File: src/rtl/ntt_pkg.sv
// Shared constants and encodings for the NTT datapath and its controller.
package ntt_pkg;

    localparam int N           = 256;
    localparam int Q           = 3329;
    localparam int LAYERS      = 7;
    localparam int BF_LATENCY  = 5;
    localparam int RAM_LATENCY = 1;
    localparam int PAIRS       = N / 2;
    localparam int WR_DELAY    = RAM_LATENCY + BF_LATENCY;

    typedef enum logic [1:0] {
        BF_NTT    = 2'd0,
        BF_INTT   = 2'd1,
        BF_MULT   = 2'd2,
        BF_ADDSUB = 2'd3
    } bf_mode_e;

    typedef enum logic [1:0] {
        ST_IDLE  = 2'd0,
        ST_ISSUE = 2'd1,
        ST_DRAIN = 2'd2
    } ctrl_state_e;

endpackage

File: src/rtl/ntt_ctrl_if.sv
// Control, coefficient RAM, zeta ROM and butterfly signals of the NTT controller.
interface ntt_ctrl_if;

    logic        start;
    logic        inv;
    logic        busy;
    logic        done;
    logic        ram_rd_en;
    logic [7:0]  ram_rd_addr_a;
    logic [7:0]  ram_rd_addr_b;
    logic [11:0] ram_rd_data_a;
    logic [11:0] ram_rd_data_b;
    logic [6:0]  zeta_addr;
    logic [11:0] zeta_data;
    logic [11:0] bf_in_1;
    logic [11:0] bf_in_2;
    logic [11:0] bf_coef;
    logic [1:0]  bf_mode;
    logic [11:0] bf_out_1;
    logic [11:0] bf_out_2;
    logic        ram_wr_en;
    logic [7:0]  ram_wr_addr_a;
    logic [7:0]  ram_wr_addr_b;
    logic [11:0] ram_wr_data_a;
    logic [11:0] ram_wr_data_b;

    modport master (
        input  start, inv, ram_rd_data_a, ram_rd_data_b, zeta_data, bf_out_1, bf_out_2,
        output busy, done, ram_rd_en, ram_rd_addr_a, ram_rd_addr_b, zeta_addr,
               bf_in_1, bf_in_2, bf_coef, bf_mode,
               ram_wr_en, ram_wr_addr_a, ram_wr_addr_b, ram_wr_data_a, ram_wr_data_b
    );

    modport slave (
        output start, inv, ram_rd_data_a, ram_rd_data_b, zeta_data, bf_out_1, bf_out_2,
        input  busy, done, ram_rd_en, ram_rd_addr_a, ram_rd_addr_b, zeta_addr,
               bf_in_1, bf_in_2, bf_coef, bf_mode,
               ram_wr_en, ram_wr_addr_a, ram_wr_addr_b, ram_wr_data_a, ram_wr_data_b
    );

endinterface

File: src/rtl/ntt_addr_gen.sv
// Butterfly pair addresses and zeta ROM index for layer s, pair p.
module ntt_addr_gen
    import ntt_pkg::*;
(
    input  logic [2:0] s,
    input  logic [6:0] p,
    input  logic       inv,
    output logic [7:0] addr_a,
    output logic [7:0] addr_b,
    output logic [6:0] zeta_addr
);

    logic [3:0] lg;
    logic [7:0] len;
    logic [6:0] g;
    logic [6:0] o;

    // len is always a power of two, so the divide/modulo reduce to shifts and masks
    always_comb begin
        lg        = inv ? ({1'b0, s} + 4'd1) : (4'd7 - {1'b0, s});
        len       = 8'd1 << lg;
        g         = p >> lg;
        o         = p & ~(7'h7f << lg);
        addr_a    = ({1'b0, g} << (lg + 4'd1)) + {1'b0, o};
        addr_b    = addr_a + len;
        // inverse: 256/len - 1 equals 127 >> (lg-1)
        zeta_addr = inv ? ((7'd127 >> (lg - 4'd1)) - g) : ((7'd1 << s) + g);
    end

endmodule

File: src/rtl/ntt_ctrl.sv
// Layer/pair sequencer for an in-place 256-point NTT/INTT over a dual-port coefficient RAM.
//
//   state    | meaning
//   ST_IDLE  | waiting for start; done pulses here for one cycle after a run
//   ST_ISSUE | 128 cycles, one pair read per cycle for layer s
//   ST_DRAIN | 6 cycles letting the layer's writes land before the next layer reads
module ntt_ctrl
    import ntt_pkg::*;
(
    input  logic       clk,
    input  logic       rst,
    ntt_ctrl_if.master bus
);

    ctrl_state_e state, state_n;
    logic [2:0]  s, s_n;
    logic [6:0]  p, p_n;
    logic [2:0]  drain_cnt, drain_cnt_n;
    logic        done_q, done_n;
    logic        inv_q, inv_n;
    logic        issue;

    logic [7:0]  gen_addr_a;
    logic [7:0]  gen_addr_b;
    logic [6:0]  gen_zeta;

    logic [WR_DELAY-1:0] wr_v;
    logic [7:0]          wr_a [WR_DELAY];
    logic [7:0]          wr_b [WR_DELAY];

    ntt_addr_gen u_addr_gen (
        .s         (s),
        .p         (p),
        .inv       (inv_q),
        .addr_a    (gen_addr_a),
        .addr_b    (gen_addr_b),
        .zeta_addr (gen_zeta)
    );

    always_ff @(posedge clk or posedge rst) begin
        if (rst) begin
            state     <= ST_IDLE;
            s         <= '0;
            p         <= '0;
            drain_cnt <= '0;
            done_q    <= 1'b0;
            inv_q     <= 1'b0;
        end else begin
            state     <= state_n;
            s         <= s_n;
            p         <= p_n;
            drain_cnt <= drain_cnt_n;
            done_q    <= done_n;
            inv_q     <= inv_n;
        end
    end

    always_comb begin
        state_n     = state;
        s_n         = s;
        p_n         = p;
        drain_cnt_n = drain_cnt;
        done_n      = 1'b0;
        inv_n       = inv_q;
        case (state)
            ST_IDLE: begin
                if (bus.start) begin
                    state_n = ST_ISSUE;
                    s_n     = '0;
                    p_n     = '0;
                    inv_n   = bus.inv;
                end
            end
            ST_ISSUE: begin
                p_n = p + 7'd1;
                if (p == 7'(PAIRS - 1)) begin
                    state_n     = ST_DRAIN;
                    drain_cnt_n = 3'(WR_DELAY - 1);
                end
            end
            ST_DRAIN: begin
                if (drain_cnt == 3'd0) begin
                    if (s == 3'(LAYERS - 1)) begin
                        state_n = ST_IDLE;
                        done_n  = 1'b1;
                    end else begin
                        state_n = ST_ISSUE;
                        s_n     = s + 3'd1;
                        p_n     = '0;
                    end
                end else begin
                    drain_cnt_n = drain_cnt - 3'd1;
                end
            end
            default: state_n = ST_IDLE;
        endcase
    end

    assign issue = (state == ST_ISSUE);

    // Write slots are the issued addresses delayed by RAM plus butterfly latency
    always_ff @(posedge clk or posedge rst) begin
        if (rst) begin
            wr_v <= '0;
            for (int i = 0; i < WR_DELAY; i++) begin
                wr_a[i] <= '0;
                wr_b[i] <= '0;
            end
        end else begin
            wr_v    <= {wr_v[WR_DELAY-2:0], issue};
            wr_a[0] <= bus.ram_rd_addr_a;
            wr_b[0] <= bus.ram_rd_addr_b;
            for (int i = 1; i < WR_DELAY; i++) begin
                wr_a[i] <= wr_a[i-1];
                wr_b[i] <= wr_b[i-1];
            end
        end
    end

    assign bus.busy          = (state != ST_IDLE);
    assign bus.done          = done_q;
    assign bus.ram_rd_en     = issue;
    assign bus.ram_rd_addr_a = issue ? gen_addr_a : 8'd0;
    assign bus.ram_rd_addr_b = issue ? gen_addr_b : 8'd0;
    assign bus.zeta_addr     = issue ? gen_zeta : 7'd0;
    assign bus.bf_mode       = (bus.busy && inv_q) ? BF_INTT : BF_NTT;
    assign bus.bf_in_1       = bus.ram_rd_data_a;
    assign bus.bf_in_2       = bus.ram_rd_data_b;
    assign bus.bf_coef       = bus.zeta_data;
    assign bus.ram_wr_en     = wr_v[WR_DELAY-1];
    assign bus.ram_wr_addr_a = wr_a[WR_DELAY-1];
    assign bus.ram_wr_addr_b = wr_b[WR_DELAY-1];
    assign bus.ram_wr_data_a = bus.bf_out_1;
    assign bus.ram_wr_data_b = bus.bf_out_2;

endmodule

File: src/flat_wrapper.sv
// flat-port wrapper written by rule: the top's interface ports become plain ports
module ntt_ctrl_flat import ntt_pkg::*;
  (clk, rst, bus_start, bus_inv, bus_ram_rd_data_a, bus_ram_rd_data_b, bus_zeta_data, bus_bf_out_1, bus_bf_out_2, bus_busy, bus_done, bus_ram_rd_en, bus_ram_rd_addr_a, bus_ram_rd_addr_b, bus_zeta_addr, bus_bf_in_1, bus_bf_in_2, bus_bf_coef, bus_bf_mode, bus_ram_wr_en, bus_ram_wr_addr_a, bus_ram_wr_addr_b, bus_ram_wr_data_a, bus_ram_wr_data_b);
  ntt_ctrl_if bus_i ();
  input  logic clk;
  input  logic rst;
  input wire logic [$bits(bus_i.start)-1:0] bus_start;
  input wire logic [$bits(bus_i.inv)-1:0] bus_inv;
  input wire logic [$bits(bus_i.ram_rd_data_a)-1:0] bus_ram_rd_data_a;
  input wire logic [$bits(bus_i.ram_rd_data_b)-1:0] bus_ram_rd_data_b;
  input wire logic [$bits(bus_i.zeta_data)-1:0] bus_zeta_data;
  input wire logic [$bits(bus_i.bf_out_1)-1:0] bus_bf_out_1;
  input wire logic [$bits(bus_i.bf_out_2)-1:0] bus_bf_out_2;
  output wire logic [$bits(bus_i.busy)-1:0] bus_busy;
  output wire logic [$bits(bus_i.done)-1:0] bus_done;
  output wire logic [$bits(bus_i.ram_rd_en)-1:0] bus_ram_rd_en;
  output wire logic [$bits(bus_i.ram_rd_addr_a)-1:0] bus_ram_rd_addr_a;
  output wire logic [$bits(bus_i.ram_rd_addr_b)-1:0] bus_ram_rd_addr_b;
  output wire logic [$bits(bus_i.zeta_addr)-1:0] bus_zeta_addr;
  output wire logic [$bits(bus_i.bf_in_1)-1:0] bus_bf_in_1;
  output wire logic [$bits(bus_i.bf_in_2)-1:0] bus_bf_in_2;
  output wire logic [$bits(bus_i.bf_coef)-1:0] bus_bf_coef;
  output wire logic [$bits(bus_i.bf_mode)-1:0] bus_bf_mode;
  output wire logic [$bits(bus_i.ram_wr_en)-1:0] bus_ram_wr_en;
  output wire logic [$bits(bus_i.ram_wr_addr_a)-1:0] bus_ram_wr_addr_a;
  output wire logic [$bits(bus_i.ram_wr_addr_b)-1:0] bus_ram_wr_addr_b;
  output wire logic [$bits(bus_i.ram_wr_data_a)-1:0] bus_ram_wr_data_a;
  output wire logic [$bits(bus_i.ram_wr_data_b)-1:0] bus_ram_wr_data_b;
  assign bus_i.start = bus_start;
  assign bus_i.inv = bus_inv;
  assign bus_i.ram_rd_data_a = bus_ram_rd_data_a;
  assign bus_i.ram_rd_data_b = bus_ram_rd_data_b;
  assign bus_i.zeta_data = bus_zeta_data;
  assign bus_i.bf_out_1 = bus_bf_out_1;
  assign bus_i.bf_out_2 = bus_bf_out_2;
  assign bus_busy = bus_i.busy;
  assign bus_done = bus_i.done;
  assign bus_ram_rd_en = bus_i.ram_rd_en;
  assign bus_ram_rd_addr_a = bus_i.ram_rd_addr_a;
  assign bus_ram_rd_addr_b = bus_i.ram_rd_addr_b;
  assign bus_zeta_addr = bus_i.zeta_addr;
  assign bus_bf_in_1 = bus_i.bf_in_1;
  assign bus_bf_in_2 = bus_i.bf_in_2;
  assign bus_bf_coef = bus_i.bf_coef;
  assign bus_bf_mode = bus_i.bf_mode;
  assign bus_ram_wr_en = bus_i.ram_wr_en;
  assign bus_ram_wr_addr_a = bus_i.ram_wr_addr_a;
  assign bus_ram_wr_addr_b = bus_i.ram_wr_addr_b;
  assign bus_ram_wr_data_a = bus_i.ram_wr_data_a;
  assign bus_ram_wr_data_b = bus_i.ram_wr_data_b;
  ntt_ctrl u_core (.clk(clk), .rst(rst), .bus(bus_i));
endmodule
File: config.mk
export PLATFORM = sky130hd
export DESIGN_NAME = ntt_ctrl_flat
export DESIGN_NICKNAME = d
export VERILOG_FILES = /design/src/rtl/ntt_pkg.sv /design/src/rtl/ntt_ctrl_if.sv /design/src/rtl/ntt_addr_gen.sv /design/src/rtl/ntt_ctrl.sv /design/src/flat_wrapper.sv
export SDC_FILE = /design/constraint.sdc
export NUM_CORES = 1
export LEC_CHECK = 0
export CORE_UTILIZATION = 49
export DETAILED_ROUTE_END_ITERATION = 6
export GPL_TIMING_DRIVEN = 0
export PLACE_DENSITY = 0.81
export REMOVE_ABC_BUFFERS = 1
export SLEW_MARGIN = 40
export SYNTH_ARGS = -nofsm -noshare
export SYNTH_HDL_FRONTEND = slang
export SYNTH_HIERARCHICAL = 1
export SYNTH_SLANG_ARGS = --single-unit
File: constraint.sdc
create_clock -name clk -period 7.1 [get_ports clk]
set_clock_uncertainty 0.1 [all_clocks]
set_input_delay 1.065 -clock clk [delete_from_list [all_inputs] [get_ports clk]]
set_output_delay 1.065 -clock clk [all_outputs]
set_load 0.03 [all_outputs]
=== Word-level counts from Yosys, hierarchy flattened ===
Cells that the tools add are included.

* Register bits after elaboration: 119
* Output and inout bits: 105
* Input bits: 64

* Bitwise gates (word level): 2
* Add/sub/neg operators: 11
* Muxes and demuxes: 25
* Equality and inequality tests: 9
* Reductions and logical operators: 12
* Shift operators: 6

{| class="wikitable"
|+ Operator list
! cell !! number
|-
| $mux 7 || 5
|-
| $pmux 7 s3 || 1
|-
| $mux 8 || 2
|-
| $mux 3 || 5
|-
| $pmux 3 s2 || 2
|-
| $add 8x7->8 || 1
|-
| $add 8x8->8 || 1
|-
| $ne 2x2->1 const B || 4
|-
| $reduce_and 4->1 || 2
|-
| $shl 1x4->8 const A || 1
|-
| $shl 7x4->8 || 1
|-
| $add 7x1->7 const B || 1
|-
| $add 7x7->7 || 1
|-
| $and 7x7->7 || 1
|-
| $eq 7x7->1 const B || 1
|-
| $not 7->7 || 1
|-
| $shl 1x3->7 const A || 1
|-
| $shl 7x4->7 const A || 1
|-
| $shr 7x4->7 || 1
|-
| $shr 7x4->7 const A || 1
|-
| $sub 7x7->7 || 1
|-
| $mux 2 || 3
|-
| $pmux 2 s3 || 1
|-
| $reduce_and 3->1 || 2
|-
| other kinds (18) || 24
|}

=== Logic depth before layout (Yosys ltp) ===
Gate-level depths: netlist (run 1).

* Word-level depth: 8
* Depth in mapped cells: 27
* Depth with buffers taken out: 22

=== By module ===
The synthesis (run 1) kept the hierarchy.

{| class="wikitable"
|+ By module, submodules not included
! module !! cells each !! area an instance (um2) !! instances !! sequential area each (um2)
|-
| ntt_ctrl || 310 || 4262.8 || 1 || 2977.9
|-
| ntt_addr_gen || 274 || 2029.4 || 1 || 0.0
|}

=== Worst setup path before layout (run 1) ===
Ideal clock, no wire load.

* Path type: register -> output
* From: reg u_core.s[0]
* To: out bus_ram_rd_addr_b[7]
* Setup slack: 540 ps
* Stages on the path, launching flop included: 28
* Arrival time: 5395 ps
* Required time: 5935 ps
* Path through: dfrtp_1 > buf_2 > buf_4 > buf_4 > inv_1 > ha_1 > and2_1 > nor2_2 > buf_2 > nor2_1 > inv_1 > ha_1 > clkbuf_1 > nor4_1 > ha_1 > a21o_1 > a21oi_1 > nor2b_1 > o21ai_0 > nor2b_1 > xnor2_1 > ha_1 > nor3_1 > nor2_1 > o41a_1 > xnor2_1 > xnor3_1 > and2_1

* Word-level cells in the longest chain between the ends: 8

{| class="wikitable"
|+ RTL lines
! element !! RTL line !! text
|-
| start: declaration || ntt_ctrl.sv:16 || <nowiki>logic [2:0] s, s_n;</nowiki>
|-
| start signal: assignment || ntt_ctrl.sv:50 || <nowiki>s <= s_n;</nowiki>
|-
| $sub 3x3->4 or $add 3x1->4 (tied branches) || ntt_addr_gen.sv:20 || <nowiki>lg = inv ? ({1'b0, s} + 4'd1) : (4'd7 - {1'b0, s});</nowiki>
|-
| $mux 4 (*) || ntt_addr_gen.sv:20 ||
|-
| branches (longest 3 deep; another with $add 4x1->4) || n/a ||
|-
| $add 8x7->8 (*) || ntt_addr_gen.sv:24 || <nowiki>addr_a = ({1'b0, g} << (lg + 4'd1)) + {1'b0, o};</nowiki>
|-
| named net u_core.gen_addr_a[5] || ntt_ctrl.sv:23 || <nowiki>logic [7:0] gen_addr_a;</nowiki>
|-
| $add 8x8->8 (*) || ntt_addr_gen.sv:25 || <nowiki>addr_b = addr_a + len;</nowiki>
|-
| named net u_core.gen_addr_b[7] || ntt_ctrl.sv:24 || <nowiki>logic [7:0] gen_addr_b;</nowiki>
|-
| $mux 8 (*) || ntt_ctrl.sv:124 || <nowiki>assign bus.ram_rd_addr_b = issue ? gen_addr_b : 8'd0;</nowiki>
|-
| end: declaration || flat_wrapper.sv:18 || <nowiki>output wire logic [$bits(bus_i.ram_rd_addr_b)-1:0] bus_ram_rd_addr_b;</nowiki>
|}

Mark *: on every way through the listed nets, which the timed path passes.

=== Final worst setup path (run 1) ===
Same ends and word-level chain as after synthesis.

==> results of run 1 <==
-- Yosys cell counts (2+ instances only) --
master,n,share of area [%]
and2_1,32,3.2
o22ai_1,4,0.40
mux2i_1,14,2.2
nand3_1,11,0.87
or2_2,2,0.20
inv_1,28,1.7
nor2_2,2,0.20
xor2_1,7,0.97
a31oi_1,4,0.40
and3_1,2,0.20
a21o_1,12,1.4
buf_6,2,0.36
fa_1,4,1.3
nor4_1,4,0.40
dfrtp_1,119,47
buf_4,79,9.4
nand2b_1,2,0.20
o21a_1,4,0.48
o21ai_0,20,1.6
nor3_1,15,1.2
xnor2_1,19,2.6
nor2b_1,11,1.1
clkbuf_1,9,0.54
a21boi_0,3,0.36
nand2_1,27,1.6
a21oi_1,22,1.7
or2_1,2,0.20
o22a_1,2,0.28
o21ai_1,2,0.16
mux2_2,6,1.1
buf_2,6,0.48
nor2_1,25,1.5
ha_1,41,8.2
o31ai_1,2,0.24
nand4_1,2,0.20
a22o_1,6,0.84
o21bai_1,5,0.60
-- what timing repair did --
action	4_1_cts	5_1_grt
buffers inserted	4	6
pin swaps	0	1
gates resized for setup	12	11
endpoints found under the hold margin	0	0
setup endpoints to repair	5	3
-- kinds of logic (layout without fill, tap and decap cells) --
family | Yosys count | in the layout
buf+inv | 124 | 118
fa+ha+maj | 45 | 45
flops | 119 | 119
compound gates | 104 | 104
xor+xnor | 27 | 27
simple gates | 142 | 142
other cells | 1 | 1
mux | 22 | 22
-- power by group --
part	switching [mW]	internal [mW]
clock network	0.298	0.455
logic	1.04	0.784
registers	0.138	0.964
total	1.47	2.20
-- area by class of cell --
type | count | area (µm²) | share of cell area, %
multi-input cells | 341 | 2610 | 37.0
inverters | 28 | 113 | 1.60
flip-flops and latches | 119 | 2990 | 42.4
well taps | 172 | 215 | 3.06
repair buffers | 58 | 577 | 8.19
clock buffers | 18 | 439 | 6.24
clock inverters | 14 | 104 | 1.48
-- metrics by stage --
| stage | hold slack, ns | util, % |
|---|---|---|
| floorplan | 0.231 | - |
| global placement | 0.231 | 50.1 |
| detailed placement | 0.235 | 50.5 |
| CTS | 0.244 | 55.4 |
| global route | 0.244 | 56.0 |
| finish | 0.242 | 56.0 |
-- layout by cell type, fill, tap and decap left out, types with 14 or more instances in the layout --
cell type	netlist	routed
nor2_1	25	24
nand2_1	27	27
clkdlybuf4s50_1	0	44
mux2i_1	14	14
clkbuf_16	0	17
dfrtp_1	119	115
ha_1	41	39
a21oi_1	22	20
xnor2_1	19	19
inv_1	28	27
nor3_1	15	14
o21ai_0	20	19
and2_1	32	32
-- per-layer routing --
metal | routed length (µm) | global-route usage [%]
met2 | 6640 | 35.8
met1 | 6700 | 31.9
met3 | 1920 | 15.6
met4 | 193 | 8.92
met5 | 88 | 9.63
-- worst max-delay path: stages, from the launching register on --
cell	delay [ns]
dfrtp_4	0.50
ha_4	0.20
ha_1	0.31
mux2_4	0.37
mux2_2	0.31
nor2_1	0.09
a31oi_1	0.08
or2_2	0.35
nor4_2	0.27
ha_1	0.24
fa_1	0.47
ha_1	0.33
a21o_1	0.20
a21oi_2	0.20
nor2b_1	0.07
o21a_1	0.20
o41a_1	0.33
xnor2_1	0.17
xnor3_1	0.22
and2_1	0.15
clkbuf_2	0.18
-- sequential cells by signal (all words and copies together) (netlist names) --
register	count
u_core/state	2
u_core/wr_b	40
u_core/bus.ram_wr_addr_a	8
u_core/inv_q	1
u_core/wr_a	40
u_core/bus.ram_wr_addr_b	8
u_core/wr_v	6
u_core/drain_cnt	3
u_core/s	3
u_core/p	7
u_core/bus.done	1
-- path summary, 6_finish.rpt --
check	slack [ns]	end	cells past startpoint
max	0.29	bus_ram_rd_addr_b[7]	20
max reg2reg	1.82	u_core/wr_b[47]	19
max in group asynchronous	5.31	u_core/wr_b[46]	3
min	0.24	u_core/wr_b[29]	0
min in group asynchronous	0.95	u_core/wr_b[9]	2
min reg2reg	0.24	u_core/wr_b[29]	0
==> out/results.tsv, run 1 <==
stage	metric	value	unit
power	power consumption	3.68	mW
yosys	Syn Inst Count	584	
min_path	worst min path class	flip-flop to flip-flop	
placed_design	hpwl dp	11.1	mm
global_route	GRT Total Usage	25.7	%
route	WL final	15.5	mm
floorplanning	Boundary Pins	169	
floorplanning	Die Y	115	µm
timing	final setup margin	0.286	ns
yosys	FF+latch count, synth	119	
final_layout	share of cells above drive strength 1	14.0	%
clock_tree	CTS tree	yes	
clock_tree	Clock Latency Late Sink	0.41	ns
placed_design	placed instance area	6340	µm²
timing	Final Cycle Share	96.0	%
clock_tree	clk buf depth	2	
yosys	Main synth FF type	dfrtp_1	
yosys	synthesized-area fraction occupied by adder cells	9.43	%
final_layout	Filler cells	1065	
final_layout	area grow syn2layout	11.9	%
power	Leakage	3.19	nW
floorplanning	core area	12600	µm²
floorplanning	std cell rows	41	
placed_design	Final Wtd Congestion	0.902	
setup_path	Crit Path Max Fanout	16	
yosys	largest family of logic cells by synthesized area	buffers and inverters	
clock_tree	hold-fix buffer count after cts	0	
timing	actual slew at the worst max-slew pin	0.668	ns
timing	Max Clk Rate	147	MHz
global_route	antenna violations before repair	0	
yosys	Distinct cells, synth	64	
placed_design	Port Buffer Count	47	
final_layout	n_diodes	0	
final_layout	Non-Filler Instances	750	
yosys	number of flops mapped to enable cells by yosys	0	
global_route	first-pass GRT wire length	24.4	mm
setup_path	Critical Path RT	5.93	ns
yosys	post-synthesis simple-gate area fraction	11.7	%
power	Max VDD drop	0.000235	V
yosys	Synth Area in Compound Gates	11.3	%
final_layout	Final nets	674	
setup_path	CP Capture Type	primary output	
floorplanning	starting density of the core	50.1	%
min_path	Worst Hold Launch	u_core/wr_b[37]	
power	PwrDens	522	nW/µm²
final_layout	Final Instance Area	7040	µm²
route	DR DRC count	0	
timing	min cycle time layout	6.81	ns
route	Post-DRT Antenna Nets	0	
run	max-capacitance violation count	0	
clock_tree	Sink Count	119	
yosys	register area share after synthesis	47.3	%
yosys	mux cell area share after synthesis	3.72	%
yosys	post-synthesis xor/xnor area fraction	3.98	%
global_route	global route overflow	0	
clock_tree	Num CTS Buffers	17	
yosys	area of the mapped netlist	6290	µm²
timing	Final Slew Violations	0	
yosys	syn avg cell area	10.8	µm²
timing	RSZ-0062 raised after global routing	false	
setup_path	Worst Path Class, Setup	flip-flop to primary output	
floorplanning	Die W	115	µm
setup_path	Reg2Reg Launch Point	u_core/s[0]	
clock_tree	CTS H-tree depth	4	
timing	Max-slew headroom	55.1	%
route	total iterations of the first detailed-routing run	5	
route	via count	4150	
clock_tree	CTS root buf	clkbuf_16	
placed_design	Inst Count DP	708	
setup_path	CP Data Arrival Time	5.65	ns
setup_path	worst setup path start	u_core/s[0]	
global_route	largest net degree at the start of global routing	77	
timing	Fin. Hold Viols	0	
floorplanning	die area	13300	µm²
yosys	share of flip-flops with an asynchronous set or reset	100	%
setup_path	Worst setup SP type	flip-flop	
status	status	finished, final reports clean	
route	drt wl/cell	20.7	µm
placed_design	pre-CTS WS	-0.507	ns
yosys	Synthesis Warnings	6	
route	Vias/cell	5.53	
global_route	vias in the first global route	4154	
clock_tree	clk slew on worst S/H paths	0.06	ns
timing	setup_tns	0	ns
timing	final setup fails	0	
route	Starting DRT DRC Count	225	
Power figures use the tool's default switching activity.
==> inputs of run 2 (changes only) <==
Settings changed: CORE_UTILIZATION 49 to 64, DONT_BUFFER_PORTS from default to 1, PLACE_DENSITY 0.81 to 0.8, REMOVE_ABC_BUFFERS 1 to default.
==> run 2 against run 1 <==
Compared with the run above: global-route usage is 7.9 points higher; cell count up 0.27%; the run now ends with design-rule violations left; sequential share of layout area decreased by 1.9 points; sequential power barely moved; core utilization up 22 points; worst hold slack improved by 0.00073 ns; non-clock buffer count grew 45; via count increased by 8.3%; die area fell by 23%; critical endpoint unchanged; clock power is 15% higher; maximum frequency shrank 2.8%.
==> out/results.tsv, run 2 (synthesis gave the netlist of run 1 again) <==
stage	metric	value	unit	change
status	status	finished with violations		
status	violations in the final reports	design-rule violations		
timing	final hold slack	0.243	ns	+0.000727 ns
clock_tree	Sink Count	119		unchanged
setup_path	Critical R2R Capture	u_core/wr_b[47]		
clock_tree	hold-fix buffer count after cts	0		unchanged
final_layout	n_diodes	0		unchanged
floorplanning	Die W	101	µm	-12%
final_layout	Non-Filler Instances	752		+0.27%
floorplanning	std cell rows	35		-15%
setup_path	Worst Path Class, Setup	flip-flop to primary output		
floorplanning	Boundary Pins	169		unchanged
min_path	Hold Path Depth	0		unchanged
floorplanning	starting density of the core	67.1	%	+17 points
route	Vias/cell	5.98		+8.0%
setup_path	Crit Path Max Fanout	10		-6
timing	Fin. Hold Viols	0		unchanged
power	PwrDens	517	nW/µm²	-1.0%
route	via count	4496		+8.3%
yosys	syn nets	693		
route	DR DRC count	1		+1
timing	Final Cycle Share	98.7	%	+2.7 points
min_path	Worst Hold Launch	u_core/wr_a[37]		
floorplanning	core area	9370	µm²	-25%
global_route	first-pass GRT wire length	25.3	mm	+3.8%
timing	Max-slew headroom	40.9	%	-14 points
power	Leakage	3.45	nW	+8.0%
global_route	antenna violations before repair	0		unchanged
placed_design	Port Buffer Count	0		-100%
timing	final setup margin	0.0915	ns	-0.194 ns
setup_path	Critical Path RT	5.93	ns	about the same
timing	final setup fails	0		unchanged
clock_tree	clk buf depth	2		unchanged
final_layout	area grow syn2layout	16.8	%	
final_layout	commonest non-fill, non-tap cell in the layout	dfrtp_1		
route	total iterations of the first detailed-routing run	7		+2
floorplanning	die area	10200	µm²	-23%
clock_tree	clk slew on worst S/H paths	0.06	ns	about the same
timing	Max Clk Rate	143	MHz	-2.8%
clock_tree	Clock Latency Late Sink	0.51	ns	+0.10 ns
timing	Final Slew Violations	0		unchanged
clock_tree	Num CTS Buffers	17		unchanged
placed_design	hpwl dp	9.86	mm	-11%
route	Post-DRT Antenna Nets	0		unchanged
min_path	WHS Endpoint	u_core/wr_a[29]		
clock_tree	CTS root buf	clkbuf_8		
clock_tree	CTS H-tree depth	4		unchanged
setup_path	reg2reg setup slack	1.54	ns	-0.28 ns
final_layout	share of cells above drive strength 1	28.3	%	+14 points
placed_design	Final Wtd Congestion	0.857		-5.1%
route	WL final	16.6	mm	+7.1%
setup_path	CP Capture Type	primary output		
placed_design	Inst Count DP	714		+0.85%
final_layout	commonest non-fill, non-tap cells in the layout	dfrtp_1 (116), buf_4 (87), ha_1 (36), and2_1 (30)		
global_route	largest net degree at the start of global routing	79		+2.6%
placed_design	pre-CTS WS	-0.359	ns	+0.149 ns
setup_path	CP Data Arrival Time	5.84	ns	+0.19 ns
clock_tree	CTS tree	yes		
min_path	worst min path class	flip-flop to flip-flop		
setup_path	Worst setup SP type	flip-flop		
global_route	GRT Total Usage	33.6	%	+7.9 points
timing	actual slew at the worst max-slew pin	0.882	ns	+0.214 ns
timing	min cycle time layout	7.01	ns	+0.194 ns
setup_path	Reg2Reg Launch Point	u_core/s[0]		
global_route	global route overflow	0		unchanged
final_layout	Top Registers	u_core/wr_a x40, u_core/wr_b x40		
timing	setup_tns	0	ns	unchanged
power	Max VDD drop	0.000268	V	+14%
setup_path	reg2reg path depth	21		+2
final_layout	Final nets	719		+6.7%
route	Starting DRT DRC Count	342		+52%
global_route	vias in the first global route	4550		+9.5%
placed_design	placed instance area	6490	µm²	+2.3%
floorplanning	Die Y	101	µm	-12%
final_layout	Final Instance Area	7350	µm²	+4.4%
run	max-capacitance violation count	0		unchanged
route	drt wl/cell	22.1	µm	+6.9%
==> run 2: area by class of cell <==
type                    instances  area (µm²)
plain buffers                  93         689
clock buffers                  18         418
clock inverters                14         174
fillers                       568        2020
inverters                      28         116
multi-input cells             341        2700
flip-flops and latches        119        2980
well taps                     129         161
repair buffers                 10         108
==> run 2: repair_timing <==
item | CTS | global route
resized for setup | 31 | 13
buffers inserted | 6 | 3
pin swaps | 7 | 4
setup endpoints to repair | 6 | 2
==> run 2: metal layers <==
layer  GRT usage (%)  wire, µm  part of all wire, %  up-vias
li1                -         -                    -     1957
met3            8.90      1180                  7.1       77
met1            39.1      6160                   37     2174
met5               0         0                    0        -
met2            58.3      8510                   51      288
met4            15.4       797                  4.8        0
==> run 2: how the worst max path moves through the flow <==
stage                      from              endpoint  slack, ns  cells past startpoint
detailed placement  u_core/s[0]  bus_ram_rd_addr_b[7]      -0.36                     27
global placement    u_core/s[0]  bus_ram_rd_addr_b[7]      -0.30                     27
floorplan           u_core/s[0]  bus_ram_rd_addr_b[7]       0.54                     27
finish              u_core/s[0]  bus_ram_rd_addr_b[7]       0.09                     21
global route        u_core/s[0]  bus_ram_rd_addr_b[7]      -0.05                     24
CTS                 u_core/s[0]  bus_ram_rd_addr_b[7]       0.02                     24
==> run 2: critical path, cell delays in order (launching register included) <==
cell,delay [ns]
dfrtp_2,0.45
buf_12,0.14
ha_4,0.18
ha_1,0.33
mux2_4,0.32
buf_4,0.20
o31ai_2,0.76
nor4_4,0.14
ha_1,0.33
a21o_1,0.23
a21oi_4,0.15
nor2b_1,0.08
o21ai_2,0.19
nor2b_4,0.19
xnor2_1,0.19
ha_1,0.31
nor3_1,0.23
nor2_1,0.08
o41a_1,0.15
xnor2_2,0.23
xnor3_1,0.25
and2_4,0.19
==> run 2: report_power, final <==
group | switching, mW | internal (mW)
Combinational | 1.18 | 0.624
Sequential | 0.159 | 0.966
Clock | 0.329 | 0.537
Total | 1.67 | 2.13
==> run 2: metrics by stage <==
step / total power [mW] / util [%]
2_1_floorplan: 2.42 / -
3_3_place_gp: 2.64 / 68.9
3_5_place_dp: 2.70 / 69.2
4_1_cts: 3.72 / 77.4
5_1_grt: 3.97 / 78.4
6_report: 3.80 / 78.4
==> inputs of run 3 (changes only) <==
Settings changed: ABC_CLOCK_PERIOD_IN_PS from default to 5850, CORE_UTILIZATION 64 to 58, PLACE_DENSITY 0.8 to 0.76.
Clock period 7.1 ns to 5.85 ns, I/O delays scaled along.
==> run 3 against run 2 <==
Compared with the run above: the run ends with negative setup slack left; non-clock buffer count increased by 37; combinational power grew 41%; power is 30% higher; first-iteration DRC count decreased by 44%; die area rose by 10%; sequential share of layout area fell by 2.7 points; critical path depth is 4 higher; core utilization fell by 2.9 points.
==> out/results.tsv, run 3 (synthesis gave the netlist of run 1 again) <==
stage	metric	value	unit	change
status	status	finished with violations		
status	violations in the final reports	negative setup slack		
final_layout	share of cells above drive strength 1	36.1	%	+7.8 points
clock_tree	CTS root buf	clkbuf_8		
setup_path	Worst Path Class, Setup	flip-flop to primary output		
floorplanning	core area	10400	µm²	+11%
power	power consumption	4.94	mW	+30%
timing	min cycle time layout	6.42	ns	
timing	RSZ-0062 raised after global routing	true		
final_layout	Final nets	756		+5.1%
power	Max VDD drop	0.000330	V	+23%
setup_path	Crit Path Max Fanout	4		-6
power	PwrDens	628	nW/µm²	+21%
final_layout	commonest non-fill, non-tap cell in the layout	dfrtp_1		
min_path	worst min path class	input pin to asynchronous set/reset pin		
global_route	first-pass GRT wire length	22.9	mm	-9.7%
power	Leakage	3.70	nW	+7.4%
route	drt wl/cell	19.5	µm	-12%
floorplanning	Boundary Pins	169		unchanged
timing	final setup fails	4		+4
setup_path	reg2reg setup slack	0.70	ns	-0.84 ns
timing	Final Cycle Share	110	%	
yosys	syn nets	693		unchanged
setup_path	Critical Path RT	4.87	ns	-1.06 ns
clock_tree	CTS H-tree depth	4		unchanged
clock_tree	Sink Count	119		unchanged
route	Vias/cell	5.62		-5.9%
route	via count	4476		-0.44%
route	DR DRC count	0		-1
route	total iterations of the first detailed-routing run	5		-2
setup_path	Critical-path top delay cell	dfrtp_2		
floorplanning	Die Y	106	µm	+4.9%
final_layout	fin util	75.5	%	-2.9 points
setup_path	Worst path max stage delay	0.44	ns	-0.32 ns
global_route	vias in the first global route	4539		-0.24%
timing	final setup margin	-0.567	ns	-0.658 ns
timing	Max-slew headroom	49.7	%	+8.9 points
placed_design	pre-CTS WS	-0.996	ns	-0.637 ns
run	max-capacitance violation count	0		unchanged
placed_design	hpwl dp	9.01	mm	-8.6%
placed_design	Final Wtd Congestion	0.877		+2.3%
clock_tree	clk slew on worst S/H paths	0.06	ns	about the same
timing	Final Slew Violations	0		unchanged
timing	Max Clk Rate	156	MHz	
route	WL final	15.5	mm	-7.0%
global_route	antenna violations before repair	0		unchanged
floorplanning	Die W	106	µm	+4.9%
setup_path	CP Data Arrival Time	5.44	ns	-0.40 ns
final_layout	area grow syn2layout	25.0	%	
timing	actual slew at the worst max-slew pin	0.754	ns	-0.128 ns
route	Post-DRT Antenna Nets	0		unchanged
global_route	GRT Total Usage	26.9	%	-6.7 points
clock_tree	Clock Latency Late Sink	0.51	ns	about the same
final_layout	Top Registers	u_core/wr_a x40, u_core/wr_b x40		
global_route	global route overflow	0		unchanged
timing	final hold slack	0.118	ns	-0.125 ns
global_route	largest net degree at the start of global routing	67		-15%
floorplanning	die area	11300	µm²	+10%
setup_path	CP Capture Type	primary output		
final_layout	n_diodes	0		unchanged
timing	Fin. Hold Viols	0		unchanged
clock_tree	CTS tree	yes		
placed_design	Port Buffer Count	0		unchanged
floorplanning	std cell rows	37		+5.7%
clock_tree	Num CTS Buffers	17		unchanged
route	Starting DRT DRC Count	191		-44%
clock_tree	clk buf depth	2		unchanged
floorplanning	starting density of the core	60.4	%	-6.7 points
setup_path	Worst setup SP type	flip-flop		
final_layout	commonest non-fill, non-tap cells in the layout	dfrtp_1 (116), buf_4 (113), ha_1 (34), and2_1 (26), nand2_1 (26)		
-- run 3: changes by cell type in the layout (fill, tap and decap cells not counted), moves of 3 or more --
cell      before  now
buf_4         87  113
buf_6          3   11
and2_1        30   26
buf_8          0    4
xnor2_1       18   14
xnor2_2        1    5
and2_4         3    6
clkbuf_8       1    4
-- run 3: cell type report --
type | instances | area [µm²]
flip-flops and latches | 119 | 2980
multi-input cells | 341 | 2890
fillers | 647 | 2550
plain buffers | 94 | 723
clock buffers | 21 | 449
repair buffers | 46 | 393
well taps | 136 | 170
clock inverters | 11 | 145
inverters | 28 | 116
-- run 3: where the power goes --
group,total (mW),leakage (nW),internal [mW],switching [mW]
registers,1.35,1.43,1.17,0.177
logic,2.55,1.99,1.03,1.52
clock network,1.04,0.285,0.671,0.365
-- run 3: stage by stage --
step                setup TNS [ns]  instance area (µm²)  std cells
finish                       -1.32                 7860        796
global route                 -1.95                 7860        796
CTS                         -0.521                 7720        790
detailed placement           -2.52                 6570        721
global placement             -2.23                 6530        720
floorplan                        0                 6360        584
-- run 3: what timing repair did --
item                                    4_1_cts  5_1_grt
setup buffers                                37        8
pin swaps                                    28       17
endpoints found under the setup margin       14        6
cloned                                        1        0
gates resized for setup                      61       21
hold buffers                                  0        0
-- run 3: path summary, 6_finish.rpt --
| check | from | to | depth (start not counted) |
|---|---|---|---|
| setup reg to reg | u_core/s[0] | u_core/wr_b[47] | 25 |
| hold / removal | rst | u_core/bus.ram_wr_addr_a[1] | 1 |
| min in group clk | u_core/wr_b[21] | u_core/wr_b[13] | 0 |
| max in group asynchronous | rst | u_core/wr_v[2] | 2 |
| setup / recovery | u_core/s[0] | bus_ram_rd_addr_b[7] | 25 |
| hold reg to reg | u_core/wr_b[21] | u_core/wr_b[13] | 0 |
-- run 3: routing by layer --
| layer | GRT usage (%) | wire, µm | vias to the layer above |
|---|---|---|---|
| li1 | - | - | 2029 |
| met1 | 30.0 | 5880 | 2210 |
| met2 | 48.6 | 8250 | 197 |
| met3 | 7.30 | 918 | 40 |
| met4 | 10.2 | 437 | 0 |
| met5 | 0 | 0 | - |
-- run 3: critical path, delay by kind of cell, from the launching register on --
kind	cells	cell delay [ns]
AOI/OAI and AO/OA	7	1.22
and+or+nand+nor	7	1.21
DFF	1	0.44
adders and majority gates	3	0.88
buffers and inverters	5	0.54
xor gates and xnor gates	3	0.61
